===== src/rtl/lsf_input_buffer.sv =====
`default_nettype none
// =============================================================================
// Module   : lsf_input_buffer
// Brief    : Frames HPS MDT hits into ROI events and buffers hits, ROIs and
//            per-event hit counts in FWFT FIFOs for the Legendre segment finder.
// Revision : 1.0 - initial release
// =============================================================================
module lsf_input_buffer #(
   parameter int HIT_W     = 40,
   parameter int ROI_W     = 32,
   parameter int HIT_DEPTH = 64,
   parameter int ROI_DEPTH = 4,
   parameter int CNT_W     = 10
) (
   input  logic             clk,
   input  logic             rst,
   input  logic             srst,
   input  logic [HIT_W-1:0] hit_i,
   input  logic             hit_vld_i,
   output logic             hit_ready_o,
   input  logic [ROI_W-1:0] roi_i,
   input  logic             roi_vld_i,
   output logic             roi_ready_o,
   input  logic             evt_close_i,
   output logic [HIT_W-1:0] mdt_hit_o,
   output logic             mdt_hit_empty_o,
   input  logic             mdt_hit_re_i,
   output logic [ROI_W-1:0] roi_o,
   output logic             roi_empty_o,
   input  logic             roi_re_i,
   output logic [CNT_W-1:0] histogram_accumulation_count_o,
   output logic [15:0]      drop_cnt_o,
   output logic             cnt_sat_o
);

   localparam int              c_HAW     = $clog2(HIT_DEPTH);
   localparam int              c_RAW     = $clog2(ROI_DEPTH);
   localparam logic [CNT_W-1:0] c_CNT_MAX = '1;
   localparam logic [c_RAW:0]  c_RFULL   = {1'b1, {c_RAW{1'b0}}};

   typedef enum logic [0:0] {
      ST_IDLE = 1'b0,
      ST_OPEN = 1'b1
   } state_t;

   state_t             state_q, state_d;
   logic [c_HAW:0]     hit_wp_q, hit_wp_d, hit_rp_q, hit_rp_d;
   logic [c_RAW:0]     roi_wp_q, roi_wp_d, roi_rp_q, roi_rp_d;
   logic               hit_empty_q, roi_empty_q;
   logic               roi_ready_q, roi_ready_d;
   logic [CNT_W-1:0]   evt_cnt_q, evt_cnt_d;
   logic               cnt_sat_q, cnt_sat_d;
   logic [15:0]        drop_q, drop_d;

   logic [HIT_W-1:0]   hit_mem [HIT_DEPTH];
   logic [ROI_W-1:0]   roi_mem [ROI_DEPTH];
   logic [CNT_W-1:0]   cnt_mem [ROI_DEPTH];

   logic               w_hit_full, w_hit_wr, w_hit_rd;
   logic               w_roi_wr, w_roi_commit, w_roi_rd;

   assign w_hit_full = (hit_wp_q[c_HAW] != hit_rp_q[c_HAW]) &&
                       (hit_wp_q[c_HAW-1:0] == hit_rp_q[c_HAW-1:0]);
   assign w_hit_rd   = mdt_hit_re_i && !hit_empty_q;
   assign w_roi_rd   = roi_re_i && !roi_empty_q;

   always_comb begin
      state_d      = state_q;
      evt_cnt_d    = evt_cnt_q;
      cnt_sat_d    = cnt_sat_q;
      drop_d       = drop_q;
      w_hit_wr     = 1'b0;
      w_roi_wr     = 1'b0;
      w_roi_commit = 1'b0;
      hit_ready_o  = 1'b0;
      case (state_q)
         ST_IDLE: begin
            if (hit_vld_i && (drop_q != 16'hFFFF)) begin
               drop_d = drop_q + 16'd1;
            end
            if (roi_vld_i && roi_ready_q) begin
               w_roi_wr  = 1'b1;
               evt_cnt_d = '0;
               state_d   = ST_OPEN;
            end
         end
         ST_OPEN: begin
            hit_ready_o = !w_hit_full;
            w_hit_wr    = hit_vld_i && !w_hit_full;
            if (w_hit_wr) begin
               if (evt_cnt_q == c_CNT_MAX) begin
                  cnt_sat_d = 1'b1;
               end else begin
                  evt_cnt_d = evt_cnt_q + {{(CNT_W-1){1'b0}}, 1'b1};
               end
            end
            // A hit accepted alongside the close is already folded into evt_cnt_d
            if (evt_close_i) begin
               w_roi_commit = 1'b1;
               state_d      = ST_IDLE;
            end
         end
         default: state_d = ST_IDLE;
      endcase
   end

   always_comb begin
      hit_wp_d = hit_wp_q + {{c_HAW{1'b0}}, w_hit_wr};
      hit_rp_d = hit_rp_q + {{c_HAW{1'b0}}, w_hit_rd};
      roi_wp_d = roi_wp_q + {{c_RAW{1'b0}}, w_roi_commit};
      roi_rp_d = roi_rp_q + {{c_RAW{1'b0}}, w_roi_rd};
      // Only offered in IDLE, where no uncommitted slot is held
      roi_ready_d = (state_d == ST_IDLE) && ((roi_wp_d ^ roi_rp_d) != c_RFULL);
   end

   // Empty flags use the pre-write write pointer: writes show up one edge late,
   // pops take effect immediately.
   always_ff @(posedge clk or negedge rst) begin
      if (!rst) begin
         state_q     <= ST_IDLE;
         hit_wp_q    <= '0;
         hit_rp_q    <= '0;
         roi_wp_q    <= '0;
         roi_rp_q    <= '0;
         hit_empty_q <= 1'b1;
         roi_empty_q <= 1'b1;
         roi_ready_q <= 1'b0;
         evt_cnt_q   <= '0;
         cnt_sat_q   <= 1'b0;
         drop_q      <= '0;
      end else if (srst) begin
         state_q     <= ST_IDLE;
         hit_wp_q    <= '0;
         hit_rp_q    <= '0;
         roi_wp_q    <= '0;
         roi_rp_q    <= '0;
         hit_empty_q <= 1'b1;
         roi_empty_q <= 1'b1;
         roi_ready_q <= 1'b0;
         evt_cnt_q   <= '0;
         cnt_sat_q   <= 1'b0;
         drop_q      <= '0;
      end else begin
         state_q     <= state_d;
         hit_wp_q    <= hit_wp_d;
         hit_rp_q    <= hit_rp_d;
         roi_wp_q    <= roi_wp_d;
         roi_rp_q    <= roi_rp_d;
         hit_empty_q <= (hit_wp_q == hit_rp_d);
         roi_empty_q <= (roi_wp_q == roi_rp_d);
         roi_ready_q <= roi_ready_d;
         evt_cnt_q   <= evt_cnt_d;
         cnt_sat_q   <= cnt_sat_d;
         drop_q      <= drop_d;
      end
   end

   always_ff @(posedge clk) begin
      if (w_hit_wr) begin
         hit_mem[hit_wp_q[c_HAW-1:0]] <= hit_i;
      end
      if (w_roi_wr) begin
         roi_mem[roi_wp_q[c_RAW-1:0]] <= roi_i;
      end
      if (w_roi_commit) begin
         cnt_mem[roi_wp_q[c_RAW-1:0]] <= evt_cnt_d;
      end
   end

   assign roi_ready_o                    = roi_ready_q;
   assign mdt_hit_empty_o                = hit_empty_q;
   assign roi_empty_o                    = roi_empty_q;
   assign mdt_hit_o                      = hit_empty_q ? '0 : hit_mem[hit_rp_q[c_HAW-1:0]];
   assign roi_o                          = roi_empty_q ? '0 : roi_mem[roi_rp_q[c_RAW-1:0]];
   assign histogram_accumulation_count_o = roi_empty_q ? '0 : cnt_mem[roi_rp_q[c_RAW-1:0]];
   assign drop_cnt_o                     = drop_q;
   assign cnt_sat_o                      = cnt_sat_q;

endmodule
`default_nettype wire


===== config.mk =====
export PLATFORM = sky130hd
export DESIGN_NAME = lsf_input_buffer
export DESIGN_NICKNAME = d
export VERILOG_FILES = /design/src/rtl/lsf_input_buffer.sv
export SDC_FILE = /design/constraint.sdc
export NUM_CORES = 2
export LEC_CHECK = 0
export BUFFER_PORTS_ARGS = -buffer_cell sky130_fd_sc_hd__buf_2
export CAP_MARGIN = 20
export CORE_ASPECT_RATIO = 0.9
export CORE_MARGIN = 2
export CORE_UTILIZATION = 30
export CTS_CLUSTER_SIZE = 8
export DETAILED_ROUTE_END_ITERATION = 12
export GPL_ROUTABILITY_DRIVEN = 0
export PLACE_DENSITY_LB_ADDON = 0.12
export SLEW_MARGIN = 10
export SYNTH_ARGS = -nofsm -noshare
export SYNTH_HDL_FRONTEND = slang
export SYNTH_SLANG_ARGS = --single-unit

===== constraint.sdc =====
create_clock -name clk -period 9.5 [get_ports clk]
set_clock_uncertainty 0.15 [all_clocks]
set_input_delay 0.95 -clock clk [delete_from_list [all_inputs] [get_ports clk]]
set_output_delay 0.95 -clock clk [all_outputs]
set_load 0.02 [all_outputs]

# ---- Word-level counts from Yosys, hierarchy flattened
# Memory sizes are Yosys's and may differ from the RTL's.
# Cells that the tools add are included.
dict set report word_totals {
  out_inout_bits 103
  word_cells 84
  n_memories 3
  mem_bits_rw 2728
  in_bits 80
  ff_bits 51
}
# memory words word_bits rd rd_ports_with_merged_regs write_ports line_no
set memory_table {}
lappend memory_table {hit_mem 64 40 1 0 1 55} ;# logic [HIT_W-1:0] hit_mem [HIT_DEPTH];
lappend memory_table {roi_mem 4 32 1 0 1 56} ;# logic [ROI_W-1:0] roi_mem [ROI_DEPTH];
lappend memory_table {cnt_mem 4 10 1 0 1 57} ;# logic [CNT_W-1:0] cnt_mem [ROI_DEPTH];
dict set report op_classes {
  n_reduce_logical 16
  add_sub_neg 6
  eq_ne 8
  bitwise_logic 3
  mux 37
}
# operator count
set ops {}
lappend ops {{$mux W10} 5}
lappend ops {{$mux W16} 3}
lappend ops {{$mux W40} 1}
lappend ops {{$mux W32} 1}
lappend ops {{$mux W1} 21}
lappend ops {{$pmux W10 S2} 1}
lappend ops {{$add A16 B1 Y16 const B} 1}
lappend ops {{$ne A16 B16 Y1 const B} 1}
lappend ops {{$add A7 B1 Y7} 2}
lappend ops {{$mux W7} 2}
lappend ops {{$add A10 B1 Y10 const B} 1}
lappend ops {{$eq A10 B10 Y1 const B} 1}
lappend ops {{$reduce_bool A2 Y1} 4}
lappend ops {{$eq A7 B7 Y1} 1}
lappend ops {{$logic_and A1 B1 Y1} 7}
lappend ops {{$add A3 B1 Y3} 2}
lappend ops {{$eq A6 B6 Y1} 1}
lappend ops {{$mux W3} 2}
lappend ops {{$eq A3 B3 Y1} 1}
lappend ops {{$logic_not A1 Y1} 3}
lappend ops {{$ne A3 B3 Y1 const B} 1}
lappend ops {{$reduce_and A3 Y1} 1}
lappend ops {{$xor A3 B3 Y3} 1}
lappend ops {{$ne A2 B2 Y1 const B} 1}
lappend ops {{other kinds (4)} 5}

# ---- Logic depth before layout (Yosys ltp)
dict set report depth {
  depth_word 7
  ltp_mapped 12
  ltp_nobuf 9
}

# ---- Worst setup path before layout
# OpenSTA, ideal clock, no wires.
dict set report synth_timing {
  path_type {input to register}
  startpoint {in roi_vld_i}
  endpoint {mem roi_mem[0][0], enable pin}
  path_stages 4
  n_path_buf 1
  path_slack_ps 5158
  required_time_ps 8889
  arrival_time_ps 3731
  setup_time_ps 461
  cell_sequence {nand2_1 or2_2 clkbuf_1 nor3_1}
}
dict set report synth_between {
  elab_chain_len 5
}
# item line_no
set synth_lines {}
lappend synth_lines {{start, declared} 22} ;# input logic roi_vld_i,
lappend synth_lines {{$logic_and A1 B1 Y1} 81} ;# if (roi_vld_i && roi_ready_q) begin
lappend synth_lines {{$mux W1} 81}
lappend synth_lines {{$mux W1} 76} ;# case (state_q)
lappend synth_lines {{$mux W1} 162} ;# if (w_roi_wr) begin
lappend synth_lines {{$mux W1 (not written as such)} 163} ;# roi_mem[roi_wp_q[c_RAW-1:0]] <= roi_i;
lappend synth_lines {{end, declared} 56}
# Every way passes these cells.

# ---- Final worst setup path
dict set report layout_timing {
  startpoint {reg hit_rp_q[1]}
  endpoint {out mdt_hit_o[24]}
}
dict set report layout_between {
  elab_chain_len 2
}
# item line_no
set layout_lines {}
lappend layout_lines {{start, declared} 47} ;# logic [c_HAW:0] hit_wp_q, hit_wp_d, hit_rp_q, hit_rp_d;
lappend layout_lines {{start signal, assigned} 146} ;# hit_rp_q <= hit_rp_d;
lappend layout_lines {{$mem_v2 Z64 W40} --}
lappend layout_lines {{$mux W40} 173} ;# assign mdt_hit_o = hit_empty_q ? '0 : hit_mem[hit_rp_q[c_HAW-1:0]];
lappend layout_lines {{end, declared} 25} ;# output logic [HIT_W-1:0] mdt_hit_o,
# Every way passes these cells.

==> results_tabular.tex <==
\begin{tabular}{lr}
\hline
Metric & Value \\
\hline
\multicolumn{2}{l}{\textbf{STA}} \\
\quad Unrepaired setup endpoints after global routing & no \\
\quad Final slew viol count & 0 \\
\quad Peak Freq & 153 MHz \\
\quad Period minus WS final & 6.55 ns \\
\quad Total negative slack for setup checks & 0 ns \\
\quad Final hold viol count & 0 \\
\quad Number of setup violations in the final report & 0 \\
\quad Slew of the pin with the lowest slew margin & 1.17 ns \\
\quad Remaining max-slew budget at the tightest pin & 22.3\% \\
\quad Final cycle utilization of the critical path & 68.9\% \\
\multicolumn{2}{l}{\textbf{Global route}} \\
\quad Global router's overall resource usage & 18.8\% \\
\quad Global-route layer with the greatest usage & met2 \\
\quad Pin count of the biggest net entering global routing & 118 \\
\quad Wire length of the first global-routing pass & 465000 um \\
\quad Global Route met1 Usage & 26.7\% \\
\quad Total global routing overflow & 0 \\
\quad Initial antenna violation count & 28 \\
\quad Met2 Track Usage GR & 29.5\% \\
\quad Vias in the first global route & 53341 \\
\quad Met3 Track Usage GR & 3.88\% \\
\multicolumn{2}{l}{\textbf{Worst hold path}} \\
\quad Path type of the worst min-delay path & input port to asynchronous set/reset pin \\
\multicolumn{2}{l}{\textbf{Yosys}} \\
\quad Number of unique standard cell types used by synthesis & 67 \\
\quad Net Count, Synth & 4816 \\
\quad Average footprint of a synthesized cell & 22.7 um\^{}2 \\
\quad Post-synthesis cell count & 4726 \\
\quad Post-synthesis share of cell area spent on full adders, half adders and majority gates & 0.117\% \\
\quad Fraction of the yosys area taken by sequential cells & 77.6\% \\
\quad Share of flip-flops with an asynchronous set or reset after synthesis & 1.84\% \\
\quad Post-synthesis sequential element count & 2779 \\
\quad YS warnings & 0 \\
\quad Combinational family with the most area after synthesis & multiplexers \\
\quad Portion of netlist area occupied by mux cells & 16.8\% \\
\quad Synth Cell Area & 107000 um\^{}2 \\
\quad Area fraction in compound gates after synthesis & 1.90\% \\
\quad Main synth FF type & sky130\_fd\_sc\_hd\_\_edfxtp\_1 \\
\quad Largest cells by area after synthesis & sky130\_fd\_sc\_hd\_\_edfxtp\_1 76\%, sky130\_fd\_sc\_hd\_\_mux4\_2 15\%, sky130\_fd\_sc\_hd\_\_mux2i\_1 2.1\% \\
\quad Leading area contributor after synthesis & sky130\_fd\_sc\_hd\_\_edfxtp\_1 \\
\quad Synth Area in Simple Gates & 1.93\% \\
\quad Number of enable flip-flop cells after synthesis & 2728 \\
\quad XOR/XNOR share of the synthesized area & 0.327\% \\
\quad Top-area cell type share of the netlist area & 76.4\% \\
\multicolumn{2}{l}{\textbf{Floorplan}} \\
\quad DIE HEIGHT & 571 um \\
\quad Area of the core & 356000 um\^{}2 \\
\quad Die Wd & 634 um \\
\quad Cell row count & 208 \\
\quad Die area & 362000 um\^{}2 \\
\quad Top-level I/O count & 183 \\
\quad Starting utilization of the core area & 30.1\% \\
\multicolumn{2}{l}{\textbf{Critical path}} \\
\quad Data arrival at the endpoint of the critical path & 5.45 ns \\
\quad Sort of element at the start of the critical path & flop \\
\quad Required @ worst endpoint & 8.40 ns \\
\quad Kind of critical path & flop to primary output \\
\quad R2r worst-path depth & 9 \\
\quad Critical path's slowest cell & sky130\_fd\_sc\_hd\_\_a21oi\_1 \\
\quad Worst-path fanout max & 37 \\
\quad Type of destination of the critical path & primary output \\
\quad Crit-path most repeated cell & sky130\_fd\_sc\_hd\_\_buf\_4 \\
\quad Biggest cell delay along the critical path & 0.79 ns \\
\quad Worst-path cell chain & buf\_4 -> buf\_4 -> buf\_4 -> mux4\_2 -> mux4\_2 -> o22ai\_1 -> a21oi\_1 -> buf\_2 \\
\multicolumn{2}{l}{\textbf{Placed design}} \\
\quad Post-DP HPWL & 188000 um \\
\quad Number of buffer cells added on primary ports & 182 \\
\multicolumn{2}{l}{\textbf{CTS}} \\
\quad Clock-pin transition on the worst setup and hold timing paths & 0.05 ns \\
\quad \# H-tree levels & 5 \\
\quad Number of buffers on the longest clock path & 4 \\
\quad Buffers inserted by post-CTS timing repair & 0 \\
\quad Cell at the root of the clock tree & sky130\_fd\_sc\_hd\_\_clkbuf\_16 \\
\quad CTS tree & done \\
\quad Clock sink total & 2779 \\
\quad Clock Latency Late Sink & 0.92 ns \\
\quad Total clock buffers created by CTS & 387 \\
\quad CTS-repair resized insts & 0 \\
\quad CTS hold repair buffers & 0 \\
\multicolumn{2}{l}{\textbf{Route}} \\
\quad Detailed-router iteration count before antenna repair & 5 \\
\quad Via total after detailed routing & 52207 \\
\quad Wirelength, routed & 345000 um \\
\quad WL/cell & 34.4 um \\
\quad Final antenna-violating net count & 0 \\
\quad Number of DRC violations after detailed routing & 0 \\
\quad Starting DRC count in detailed routing & 5665 \\
\quad Via-to-Cell Ratio & 5.21 \\
\multicolumn{2}{l}{\textbf{Run status}} \\
\quad Status & finished clean \\
\multicolumn{2}{l}{\textbf{Power and ir drop}} \\
\quad Cell Pwr Density & 211 nW/um\^{}2 \\
\quad Leakage & 37.9 nW \\
\quad Power consumption & 26.6 mW \\
\quad Largest voltage drop on the vdd net & 0.000147 V \\
\multicolumn{2}{l}{\textbf{Flow run}} \\
\quad Max-cap violation count & 0 \\
\multicolumn{2}{l}{\textbf{Final layout}} \\
\quad Area overhead of the layout relative to synthesis & 17.2\% \\
\quad Share of layout cells above drive strength 1 & 30.6\% \\
\quad Nets & 5329 \\
\hline
\end{tabular}
-- placed cells by master, fill, tap and decap left out, types with 10 or more instances in the layout --
master                      instances
sky130_fd_sc_hd__buf_12            42
sky130_fd_sc_hd__nand2b_1          14
sky130_fd_sc_hd__buf_2            182
sky130_fd_sc_hd__dfrtp_1           41
sky130_fd_sc_hd__xor2_1            20
sky130_fd_sc_hd__a22oi_1           28
sky130_fd_sc_hd__o21ai_0           22
sky130_fd_sc_hd__nor2_1            63
sky130_fd_sc_hd__ha_1              10
sky130_fd_sc_hd__edfxtp_1        2728
sky130_fd_sc_hd__nand2_1           76
sky130_fd_sc_hd__clkbuf_16        394
sky130_fd_sc_hd__o221ai_1          43
sky130_fd_sc_hd__nor2b_1           78
sky130_fd_sc_hd__nor3_1            10
sky130_fd_sc_hd__mux2i_1          223
sky130_fd_sc_hd__a21oi_1           47
sky130_fd_sc_hd__mux2_2            17
sky130_fd_sc_hd__xnor2_1           20
sky130_fd_sc_hd__o22ai_1           38
sky130_fd_sc_hd__nor2_4            65
sky130_fd_sc_hd__o211ai_1          15
sky130_fd_sc_hd__or3_1             13
sky130_fd_sc_hd__buf_4            159
sky130_fd_sc_hd__clkbuf_1          26
sky130_fd_sc_hd__mux4_2           693
sky130_fd_sc_hd__a211oi_1          18
sky130_fd_sc_hd__nand3_1           26
sky130_fd_sc_hd__a22o_1            12
-- Yosys cell counts (10+ instances only) --
cell type                  count
sky130_fd_sc_hd__dfrtp_1      49
sky130_fd_sc_hd__mux4_2      693
sky130_fd_sc_hd__o211ai_1     15
sky130_fd_sc_hd__a211oi_1     18
sky130_fd_sc_hd__edfxtp_1   2728
sky130_fd_sc_hd__a22o_1       12
sky130_fd_sc_hd__nor3_1       12
sky130_fd_sc_hd__xor2_1       20
sky130_fd_sc_hd__clkbuf_1     95
sky130_fd_sc_hd__nor2b_1      81
sky130_fd_sc_hd__nor2_1      133
sky130_fd_sc_hd__mux2_2       17
sky130_fd_sc_hd__mux2i_1     223
sky130_fd_sc_hd__or3_1        13
sky130_fd_sc_hd__buf_1        26
sky130_fd_sc_hd__nand2b_1     14
sky130_fd_sc_hd__nand3_1      26
sky130_fd_sc_hd__xnor2_1      20
sky130_fd_sc_hd__a22oi_1      28
sky130_fd_sc_hd__nand2_1      76
sky130_fd_sc_hd__buf_4        42
sky130_fd_sc_hd__buf_6        26
sky130_fd_sc_hd__buf_2        70
sky130_fd_sc_hd__ha_1         10
sky130_fd_sc_hd__o22ai_1      38
sky130_fd_sc_hd__o221ai_1     43
sky130_fd_sc_hd__o21ai_0      22
sky130_fd_sc_hd__a21oi_1      47
-- critical path: cells and delay by family, from the launching register on --
kind,cells,cell delay (ns)
DFF,1,0.72
AOI/OAI and AO/OA,2,0.87
muxes,2,0.63
buffers and inverters,4,2.14
-- cells by family after synthesis --
group / after synthesis
xor+xnor: 40
flops: 2779
mux: 933
buf+inv: 267
simple gates: 414
fa+ha+maj: 10
compound gates: 283
-- final cells by class --
| type | instances | area [um^2] |
|---|---|---|
| timing repair buffer | 385 | 3000 |
| inverter | 6 | 27.5 |
| clock inverter | 25 | 427 |
| tap | 4725 | 5910 |
| clock buffer | 421 | 9970 |
| antenna | 9 | 22.5 |
| fill | 32719 | 231000 |
| multi-input combinational | 1680 | 23100 |
| sequential | 2779 | 83200 |
-- through the flow --
| stage | hold slack, ns | setup WS [ns] | instance area [um^2] | utilization (%) | instances |
|---|---|---|---|---|---|
| after floorplan | 0.380 | 5.16 | 107000 | - | 4726 |
| after global placement | 0.396 | 3.86 | 115000 | 32.2 | 9542 |
| after detailed placement | 0.408 | 3.90 | 115000 | 32.2 | 9547 |
| after CTS | 0.00556 | 2.90 | 125000 | 35.1 | 9993 |
| after global routing | 0.0256 | 2.76 | 126000 | 35.3 | 10022 |
| final | 0.0218 | 2.95 | 126000 | 35.3 | 10030 |
-- where the power goes --
part	leakage, nW	total [mW]	internal (mW)	switching [mW]
Sequential	25.2	13.5	13.5	0.0194
Combinational	7.65	0.662	0.245	0.417
Clock	5.08	12.4	7.34	5.06
Total	37.9	26.6	21.1	5.50
-- routing by layer --
metal / up-vias / routed length (um)
met2: 1775 / 159000
met3: 436 / 22600
met1: 29043 / 156000
met4: 6 / 7870
met5: - / 37
li1: 20947 / -
-- sequential cells by signal, indices dropped and copies added (netlist names) --
register         count
roi_mem            128
drop_cnt_o          16
hit_rp_q             7
mdt_hit_empty_o      1
hit_wp_q             7
roi_ready_o          1
hit_mem           2560
cnt_mem             40
roi_rp_q             3
cnt_sat_o            1
evt_cnt_q           10
roi_wp_q             3
state_q              1
roi_empty_o          1
-- path summary, 6_finish.rpt --
path / end / startpoint / slack, ns
max: mdt_hit_o[24] / hit_rp_q[1] / 2.95
min: drop_cnt_o[15] / rst / 0.02
max reg2reg: hit_mem[25][11] / hit_rp_q[2] / 4.47
min reg2reg: hit_rp_q[6] / hit_rp_q[6] / 0.42
max in group asynchronous: hit_rp_q[3] / rst / 8.62
min in group clk: roi_mem[3][22] / roi_i[22] / 0.08
Power figures use the tool's default switching activity.
